===== src/rtl/bw_dtl_impctl_sched.sv =====
// Impedance-calibration scheduler: round-robin grant of one shared comparator to the
// pulldown/pullup units, counter reset, settle, deltabit sampling and one update strobe.
module bw_dtl_impctl_sched #(
  parameter int SETTLE_CYC = 16,
  parameter int SAMPLE_CYC = 64
) (
  input  logic       rclk,
  input  logic       reset,
  input  logic       cal_en,
  input  logic [1:0] req,
  input  logic [1:0] deltabit,
  input  logic       we_csr,
  output logic [1:0] gnt,
  output logic       avgcntr_rst,
  output logic [1:0] upd_pulse,
  output logic       upd_dir,
  output logic [7:0] above_cnt,
  output logic       busy
);

  localparam logic [2:0] ST_IDLE    = 3'd0;
  localparam logic [2:0] ST_RST_AVG = 3'd1;
  localparam logic [2:0] ST_SETTLE  = 3'd2;
  localparam logic [2:0] ST_SAMPLE  = 3'd3;
  localparam logic [2:0] ST_UPDATE  = 3'd4;

  localparam logic [7:0] SETTLE_LAST = 8'(SETTLE_CYC - 1);
  localparam logic [7:0] SAMPLE_LAST = 8'(SAMPLE_CYC - 1);
  localparam logic [7:0] HALF_CNT    = 8'(SAMPLE_CYC / 2);

  // Handshake: req is a level request; a window is granted from IDLE when cal_en=1,
  // we_csr=0 and req!=0, and gnt is the acknowledgement held until the window ends.

  logic [2:0] state;
  logic [7:0] tmr;
  logic [7:0] cnt;
  logic       last_unit;  // 1 = pullup (bit1) completed the most recent window
  logic [1:0] pick_gnt;
  logic       grant_ok;
  logic       sample_bit;
  logic [7:0] cnt_fin;

  always_comb begin
    pick_gnt = 2'b00;
    case (req)
      2'b01:   pick_gnt = 2'b01;
      2'b10:   pick_gnt = 2'b10;
      2'b11:   pick_gnt = last_unit ? 2'b01 : 2'b10;
      default: pick_gnt = 2'b00;
    endcase
  end

  assign grant_ok   = cal_en & ~we_csr & (req != 2'b00);
  assign sample_bit = |(deltabit & gnt);
  assign cnt_fin    = cnt + {7'b0, sample_bit};
  assign busy       = (state != ST_IDLE);

  always_ff @(posedge rclk) begin
    if (reset) begin
      state       <= ST_IDLE;
      gnt         <= 2'b00;
      avgcntr_rst <= 1'b0;
      upd_pulse   <= 2'b00;
      upd_dir     <= 1'b0;
      above_cnt   <= 8'd0;
      last_unit   <= 1'b1;
      tmr         <= 8'd0;
      cnt         <= 8'd0;
    end else begin
      avgcntr_rst <= 1'b0;
      upd_pulse   <= 2'b00;
      if (state != ST_IDLE && we_csr) begin
        // CSR write abandons the window without touching results or the pointer
        state <= ST_IDLE;
        gnt   <= 2'b00;
      end else begin
        case (state)
          ST_IDLE: begin
            if (grant_ok) begin
              state       <= ST_RST_AVG;
              gnt         <= pick_gnt;
              avgcntr_rst <= 1'b1;
              cnt         <= 8'd0;
            end
          end
          ST_RST_AVG: begin
            state <= ST_SETTLE;
            tmr   <= SETTLE_LAST;
          end
          ST_SETTLE: begin
            if (tmr == 8'd0) begin
              state <= ST_SAMPLE;
              tmr   <= SAMPLE_LAST;
            end else begin
              tmr <= tmr - 8'd1;
            end
          end
          ST_SAMPLE: begin
            cnt <= cnt_fin;
            if (tmr == 8'd0) begin
              // Results and strobe are registered so they appear during UPDATE
              state     <= ST_UPDATE;
              upd_pulse <= gnt;
              above_cnt <= cnt_fin;
              upd_dir   <= (cnt_fin > HALF_CNT);
              last_unit <= gnt[1];
            end else begin
              tmr <= tmr - 8'd1;
            end
          end
          ST_UPDATE: begin
            state <= ST_IDLE;
            gnt   <= 2'b00;
          end
          default: begin
            state <= ST_IDLE;
            gnt   <= 2'b00;
          end
        endcase
      end
    end
  end

endmodule

===== config.mk =====
export PLATFORM = sky130hd
export DESIGN_NAME = bw_dtl_impctl_sched
export DESIGN_NICKNAME = d
export VERILOG_FILES = /design/src/rtl/bw_dtl_impctl_sched.sv
export SDC_FILE = /design/constraint.sdc
export NUM_CORES = 1
export LEC_CHECK = 0
export BUFFER_PORTS_ARGS = -buffer_cell sky130_fd_sc_hd__buf_2
export CAP_MARGIN = 20
export CORE_MARGIN = 2
export CORE_UTILIZATION = 59
export CTS_BUF_LIST = sky130_fd_sc_hd__clkbuf_8
export CTS_CLUSTER_SIZE = 24
export DETAILED_ROUTE_END_ITERATION = 16
export GPL_TIMING_DRIVEN = 0
export PLACE_DENSITY = 0.77
export SLEW_MARGIN = 30
export SYNTH_ARGS = -nofsm -noshare
export SYNTH_HDL_FRONTEND = slang
export SYNTH_SLANG_ARGS = --single-unit

===== constraint.sdc =====
create_clock -name rclk -period 2.7 [get_ports rclk]
set_input_delay 0.54 -clock rclk [delete_from_list [all_inputs] [get_ports rclk]]
set_output_delay 0.54 -clock rclk [all_outputs]
set_load 0.02 [all_outputs]

==> results of run 1 <==
## area by class of cell
| class | count | area (µm²) | share of cell area |
|---|---|---|---|
| sequential | 34 | 680.7 | 0.3281 |
| clock buffer | 5 | 68.82 | 0.03317 |
| tap | 33 | 41.29 | 0.01990 |
| clock inverter | 3 | 41.29 | 0.01990 |
| buffer | 11 | 72.57 | 0.03498 |
| timing repair buffer | 21 | 105.1 | 0.05066 |
| inverter | 7 | 26.28 | 0.01267 |
| multi-input combinational | 155 | 1039 | 0.5006 |
## flip-flops by register name, summed over array words and instances (netlist names)
| name | cells |
|---|---|
| upd_pulse | 2 |
| avgcntr_rst | 1 |
| cnt | 8 |
| tmr | 8 |
| above_cnt | 8 |
| last_unit | 1 |
| state | 3 |
| gnt | 2 |
| upd_dir | 1 |
## synth_stat cells (2+ instances only)
library cell  count  area, µm²
dfxtp_1          34      680.7
nor2_1           20      75.07
a21oi_1          14      70.07
nand2_1          12      45.04
o21ai_0          10      50.05
inv_1             7      26.28
nand2b_1          6      37.54
nor3_1            6      30.03
a211oi_1          5      37.54
nand3_1           5      25.02
o211ai_1          5      37.54
and3_1            4      25.02
buf_2             4      20.02
or3_1             4      25.02
a21boi_0          3      22.52
a311oi_1          3      26.28
a31oi_1           3      18.77
and2_1            3      18.77
buf_6             3      33.78
clkbuf_1          3      11.26
ha_1              3      37.54
o31a_1            3      26.28
xor2_1            3      26.28
nand4_1           2      12.51
nor2b_1           2      12.51
nor3_2            2      20.02
nor4b_1           2      17.52
o21a_1            2      15.01
o21ai_1           2      10.01
o31ai_1           2      15.01
o41ai_1           2      17.52
## layer usage
layer  wire length [µm]  vias to the layer above  part of all wire
met3                222                       10             0.050
met2               2273                       42              0.51
li1                   -                      824                 -
met4                 64                        0             0.014
met5                  0                        -                 0
met1               1878                      805              0.42
## worst max-delay path by stage
| stage | cells after the start | startpoint | end | slack, ns |
|---|---|---|---|---|
| after floorplan | 7 | deltabit[0] | upd_dir | 0.54 |
| after global placement | 8 | deltabit[0] | upd_dir | 0.24 |
| after detailed placement | 8 | deltabit[0] | upd_dir | 0.24 |
| final | 8 | deltabit[0] | upd_dir | 0.51 |
| after global routing | 7 | gnt[1] | upd_dir | 0.40 |
| after CTS | 8 | deltabit[0] | upd_dir | 0.52 |
## tightest hold or removal path: cells and delay by family, from the launching register on
kind | cells | cell delay, ns
flops | 1 | 0.31
simple gates | 1 | 0.05
compound gates | 1 | 0.05
## metrics by stage
stage,setup slack [ns],cells,total power [µW]
detailed placement,0.2401,261,765.9
global placement,0.2412,261,757.0
CTS,0.5214,269,1221
finish,0.5105,269,1221
floorplan,0.5404,207,713.4
global route,0.3970,269,1268
## power by group
group          leakage (µW)  internal, µW  total (µW)  switching (µW)
Sequential         0.000275           518         540            22.1
Combinational      0.000493          83.6         219             136
Clock             0.0000556           271         461             190
Total              0.000824           873        1220             348
## cell families (layout without fill, tap and decap cells)
kind of cell / after synthesis / count (layout) / share of synthesized area
multiplexers: 1 / 1 / 0.005506
XOR/XNOR: 3 / 3 / 0.01446
flip-flops: 34 / 34 / 0.3744
adder cells (fa/ha/maj): 3 / 3 / 0.02065
AO/OA/AOI/OAI: 64 / 64 / 0.2533
buffers and inverters: 18 / 47 / 0.05437
AND/OR/NAND/NOR: 84 / 84 / 0.2774
==> summary.txt, run 1 <==
Worst setup path
  • R2R setup slack: 0.52 ns
  • Crit-path max FO: 6
  • Delay-heaviest family, CP: compound AO/OA/AOI/OAI gates
  • Crit path largest cell delay: 0.41 ns
  • Buf+Inv Stages, Crit Path: 1
  • CP Launch Type: input port
  • Critical-path top delay cell: a2111o_1
  • Crit Path Class: input port to flop
  • Crit-path cells: buf_2 > a22o_1 > ha_1 > ha_1 > xor2_1 > a2111o_1 > o32ai_1 > a211oi_1
  • Most used cell, CP: ha_1
  • R2r worst-path depth: 7
  • CP endpoint kind: flop
  • RR Startpoint: gnt[1]
  • Data arrival time of the worst path: 2.34 ns
  • CP required: 2.85 ns
  • Reg2reg end: upd_dir

CTS
  • Clock Path Buffers: 2
  • Clock latency on the worst-skew pair: 0.29 ns
  • CTS Buf Count: 5
  • # Post-CTS Setup Buffers: 0
  • Cts hold-fix bufs: 0
  • Number of H-tree levels: 2
  • CTS tree: done
  • Post-CTS Resized: 0
  • Root Buffer: clkbuf_8
  • Clk slew on worst S/H paths: 0.07 ns
  • Clock sinks: 34

Yosys
  • Number of synthesized flops with an enable pin: 0
  • Netlist cell types: 59
  • Mean area per synthesized cell: 8.783 µm²
  • Synth Instances: 207
  • Synth Cell Area: 0.001818 mm²
  • Post-Synthesis Net Count: 218
  • Top FF cell, synth: dfxtp_1
  • Yosys warnings: 0
  • Seq cells post-synth: 34
  • Fraction of registers with async set/reset: 0
  • Register area share after synthesis: 0.3744

Placement
  • Gpl congestion: 0.8487
  • DPL Wire Length: 3287 µm
  • # port buffers: 21
  • Placed cell areas: 0.001964 mm²

Timing
  • Final setup violation count: 0
  • Worst hold slack: 0.4539 ns
  • Pins Over Slew Limit: 0
  • Relative max-transition margin: 0.6171
  • Maximum clock frequency: 456.7 MHz
  • Slew @ Worst Pin: 0.5664 ns
  • Skew final: 0.003498 ns
  • RSZ-0062 raised after global routing: false
  • Tcrit/Tclk final: 0.8109
  • Final Hold Vio Count: 0
  • Fin Setup TNS: 0 ns
  • Crit path time final: 2.189 ns

Floorplanning
  • Die Height: 59.51 µm
  • FP Rows: 20
  • Core Footprint: 0.003003 mm²
  • Total die area: 0.003541 mm²
  • I/O Pins: 23
  • Die W: 59.51 µm
  • Starting Density: 0.6054

Global route
  • Grt ovf: 0
  • Initial antenna violation count: 0
  • First-pass GRT wire length: 7231 µm
  • Pin count of the biggest net entering global routing: 12
  • Vias in the first global route: 1617
  • Met3 Usage GRT: 0.06114
  • Met2 usage: 0.4772
  • Total Routing Usage GR: 0.2715
  • Met1 GRT Util: 0.3185
  • Global route hottest layer: met2

Power
  • Static Leak: 0.0008238 µW
  • Worst vdd ir: 0.3135 mV
  • Pwr dens: 588.6 mW/mm²

Finish
  • Synth-to-Final Area Change: 14.11%
  • N_diodes: 0
  • Final Cell Area: 0.002074 mm²
  • Share of layout cells above drive strength 1: 0.2034
  • Most frequent cells in the layout: dfxtp_1, buf_2, nor2_1
  • Core Util, Final: 0.6908
  • Fill count: 265
  • Commonest non-fill, non-tap cell in the layout: dfxtp_1
  • # nets final: 246

Min path
  • Hold/Removal Path Class: flop to flop
  • Hold Path End: above_cnt[1]
  • Hold Startpoint: above_cnt[1]
  • Worst Hold Depth: 2

Route
  • Total wire length: 4438 µm
  • DR pass1 iterations: 4
  • DR WL/cell: 16.50 µm
  • # DRC: 0
  • Vias: 1681
  • Post-DR vias/cell: 6.249
  • DR iter-0 viols: 82
  • Detail Route Antenna Nets: 0

Status
  • Outcome: completed

Run
  • Max-cap check violation count: 0
No activity file was read; power rests on OpenSTA's default activity.
==> run 2: changes to the inputs <==
--- a/config.mk
+++ b/config.mk
@@ -8,12 +8,12 @@
 export BUFFER_PORTS_ARGS = -buffer_cell sky130_fd_sc_hd__buf_2
 export CAP_MARGIN = 20
 export CORE_MARGIN = 2
-export CORE_UTILIZATION = 59
+export CORE_UTILIZATION = 54
 export CTS_BUF_LIST = sky130_fd_sc_hd__clkbuf_8
 export CTS_CLUSTER_SIZE = 24
 export DETAILED_ROUTE_END_ITERATION = 16
 export GPL_TIMING_DRIVEN = 0
-export PLACE_DENSITY = 0.77
+export PLACE_DENSITY = 0.74
 export SLEW_MARGIN = 30
 export SYNTH_ARGS = -nofsm -noshare
 export SYNTH_HDL_FRONTEND = slang
==> constraint.sdc (replaced) <==
create_clock -name rclk -period 1.98 [get_ports rclk]
set_input_delay 0.396 -clock rclk [delete_from_list [all_inputs] [get_ports rclk]]
set_output_delay 0.396 -clock rclk [all_outputs]
set_load 0.02 [all_outputs]
==> run 2 against run 1 <==
Effect of this change:
- first-iteration DRC count shrank 13%
- total power grew 29%
- global-route usage shrank 3.1 points
==> summary.txt, run 2 (synthesized netlist as in run 1, its figures left out) <==
Route
  • DR iter-0 viols: 71 (was 82)
  • # DRC: 0 (unchanged)
  • DR WL/cell: 14.78 µm (was 16.50 µm)
  • Detail Route Antenna Nets: 0 (unchanged)
  • Post-DR vias/cell: 5.890 (was 6.249)
  • Total wire length: 4169 µm (was 4438 µm)
  • DR pass1 iterations: 4 (unchanged)
  • Vias: 1661 (was 1681)

CTS
  • CTS Buf Count: 5 (unchanged)
  • Clk slew on worst S/H paths: 0.07 ns (about the same)
  • Root Buffer: clkbuf_8 (unchanged)
  • CTS tree: done (unchanged)
  • Clock sinks: 34 (unchanged)
  • Clock latency on the worst-skew pair: 0.29 ns (about the same)
  • Clock Path Buffers: 2 (unchanged)
  • Number of H-tree levels: 2 (unchanged)
  • Cts hold-fix bufs: 0 (unchanged)

Timing
  • Relative max-transition margin: 0.6015 (was 0.6171)
  • Final Hold Vio Count: 0 (unchanged)
  • Slew @ Worst Pin: 0.5895 ns (was 0.5664 ns)
  • Crit path time final: 1.869 ns
  • RSZ-0062 raised after global routing: false (unchanged)
  • Final setup violation count: 0 (unchanged)
  • Tcrit/Tclk final: 0.9438
  • Maximum clock frequency: 535.1 MHz
  • Pins Over Slew Limit: 0 (unchanged)
  • Fin Setup TNS: 0 ns (unchanged)
  • Skew final: 0.005313 ns (was 0.003498 ns)

Floorplanning
  • FP Rows: 21 (was 20)
  • Starting Density: 0.5535 (was 0.6054)
  • Core Footprint: 0.003284 mm² (was 0.003003 mm²)
  • Die W: 62.02 µm (was 59.51 µm)
  • I/O Pins: 23 (unchanged)
  • Total die area: 0.003846 mm² (was 0.003541 mm²)
  • Die Height: 62.02 µm (was 59.51 µm)

Finish
  • Commonest non-fill, non-tap cell in the layout: dfxtp_1 (unchanged)
  • # nets final: 246 (unchanged)
  • Most frequent cells in the layout: dfxtp_1, buf_2, nor2_1 (unchanged)
  • Share of layout cells above drive strength 1: 0.2288 (was 0.2034)
  • Synth-to-Final Area Change: 17.00% (was 14.11%)
  • Final Cell Area: 0.002127 mm² (was 0.002074 mm²)
  • N_diodes: 0 (unchanged)
  • Fill count: 284 (was 265)
  • Core Util, Final: 0.6476 (was 0.6908)
  • Leading registers by flop count: above_cnt (8), cnt (8), tmr (8) (unchanged)

Worst setup path
  • CP required: 2.13 ns (was 2.85 ns)
  • CP Launch Type: flop (was input port)
  • Crit Path Class: flop to flop (was input port to flop)
  • R2r worst-path depth: 6 (was 7)
  • R2R setup slack: 0.11 ns (was 0.52 ns)
  • Data arrival time of the worst path: 2.02 ns (was 2.34 ns)
  • CP endpoint kind: flop (unchanged)
  • Crit-path max FO: 5 (was 6)

Global route
  • Vias in the first global route: 1416 (was 1617)
  • Grt ovf: 0 (unchanged)
  • Pin count of the biggest net entering global routing: 11 (was 12)
  • Initial antenna violation count: 0 (unchanged)
  • Total Routing Usage GR: 0.2404 (was 0.2715)
  • First-pass GRT wire length: 6775 µm (was 7231 µm)

Power
  • Static Leak: 0.0008225 µW (was 0.0008238 µW)
  • PnR Total Power: 1579 µW (was 1221 µW)
  • Pwr dens: 742.2 mW/mm² (was 588.6 mW/mm²)
  • Worst vdd ir: 0.3758 mV (was 0.3135 mV)

Min path
  • Hold/Removal Path Class: input port to flop (was flop to flop)
  • Worst Hold Depth: 3 (was 2)

Placement
  • DPL Wire Length: 2930 µm (was 3287 µm)
  • # port buffers: 21 (unchanged)
  • Gpl congestion: 0.8286 (was 0.8487)
  • Placed cell areas: 0.001983 mm² (was 0.001964 mm²)

Status
  • Outcome: completed (unchanged)

Run
  • Max-cap check violation count: 0 (unchanged)
==> run 2: worst max-delay path: stages (launching register included) <==
cell	delay (ns)
dfxtp_2	0.34
a22o_1	0.26
ha_4	0.19
and2_1	0.20
a31oi_1	0.25
a21oi_1	0.12
o41ai_1	0.38
==> run 2: stage by stage <==
stage	hold slack, ns	instances	setup slack (ns)
floorplan	0.4539	207	0.008236
CTS	0.3850	282	0.01827
detailed placement	0.4480	274	-0.2535
finish	0.3886	282	0.1113
global placement	0.4426	274	-0.2344
global route	0.3964	282	0.01282
==> run 2: final cells by class <==
cell class              count  area [µm²]  area share
repair buffers             21       105.1     0.04941
flip-flops and latches     34       683.2      0.3212
clock inverters             2       8.758    0.004118
clock buffers               6       82.58     0.03882
multi-input cells         155        1091      0.5129
well taps                  46       57.56     0.02706
plain buffers              11       72.57     0.03412
inverters                   7       26.28     0.01235
==> run 2: layer usage <==
layer / GRT usage / vias to the layer above / share of wire
met5: 0 / - / 0
met4: 0.09119 / 0 / 0.011
met3: 0.06832 / 6 / 0.048
met2: 0.3720 / 48 / 0.48
met1: 0.3173 / 778 / 0.46
li1: - / 829 / -
==> run 2: power by group <==
part	internal (µW)	switching (µW)
combinational	125	190
clock	275	250
sequential	707	31.2
==> run 2: repair_timing <==
item / in CTS / in global routing
cloned: 0 / 0
endpoints found under the hold margin: 0 / 0
endpoints found under the setup margin: 1 / 2
buffers inserted: 0 / 0
pin swaps: 0 / 4
gates resized for setup: 4 / 5
==> run 2: path summary, 6_finish.rpt <==
kind,startpoint,to
setup / recovery,gnt[0],cnt[7]
hold / removal,req[1],gnt[1]
setup reg to reg,gnt[0],cnt[7]
hold reg to reg,above_cnt[0],above_cnt[0]
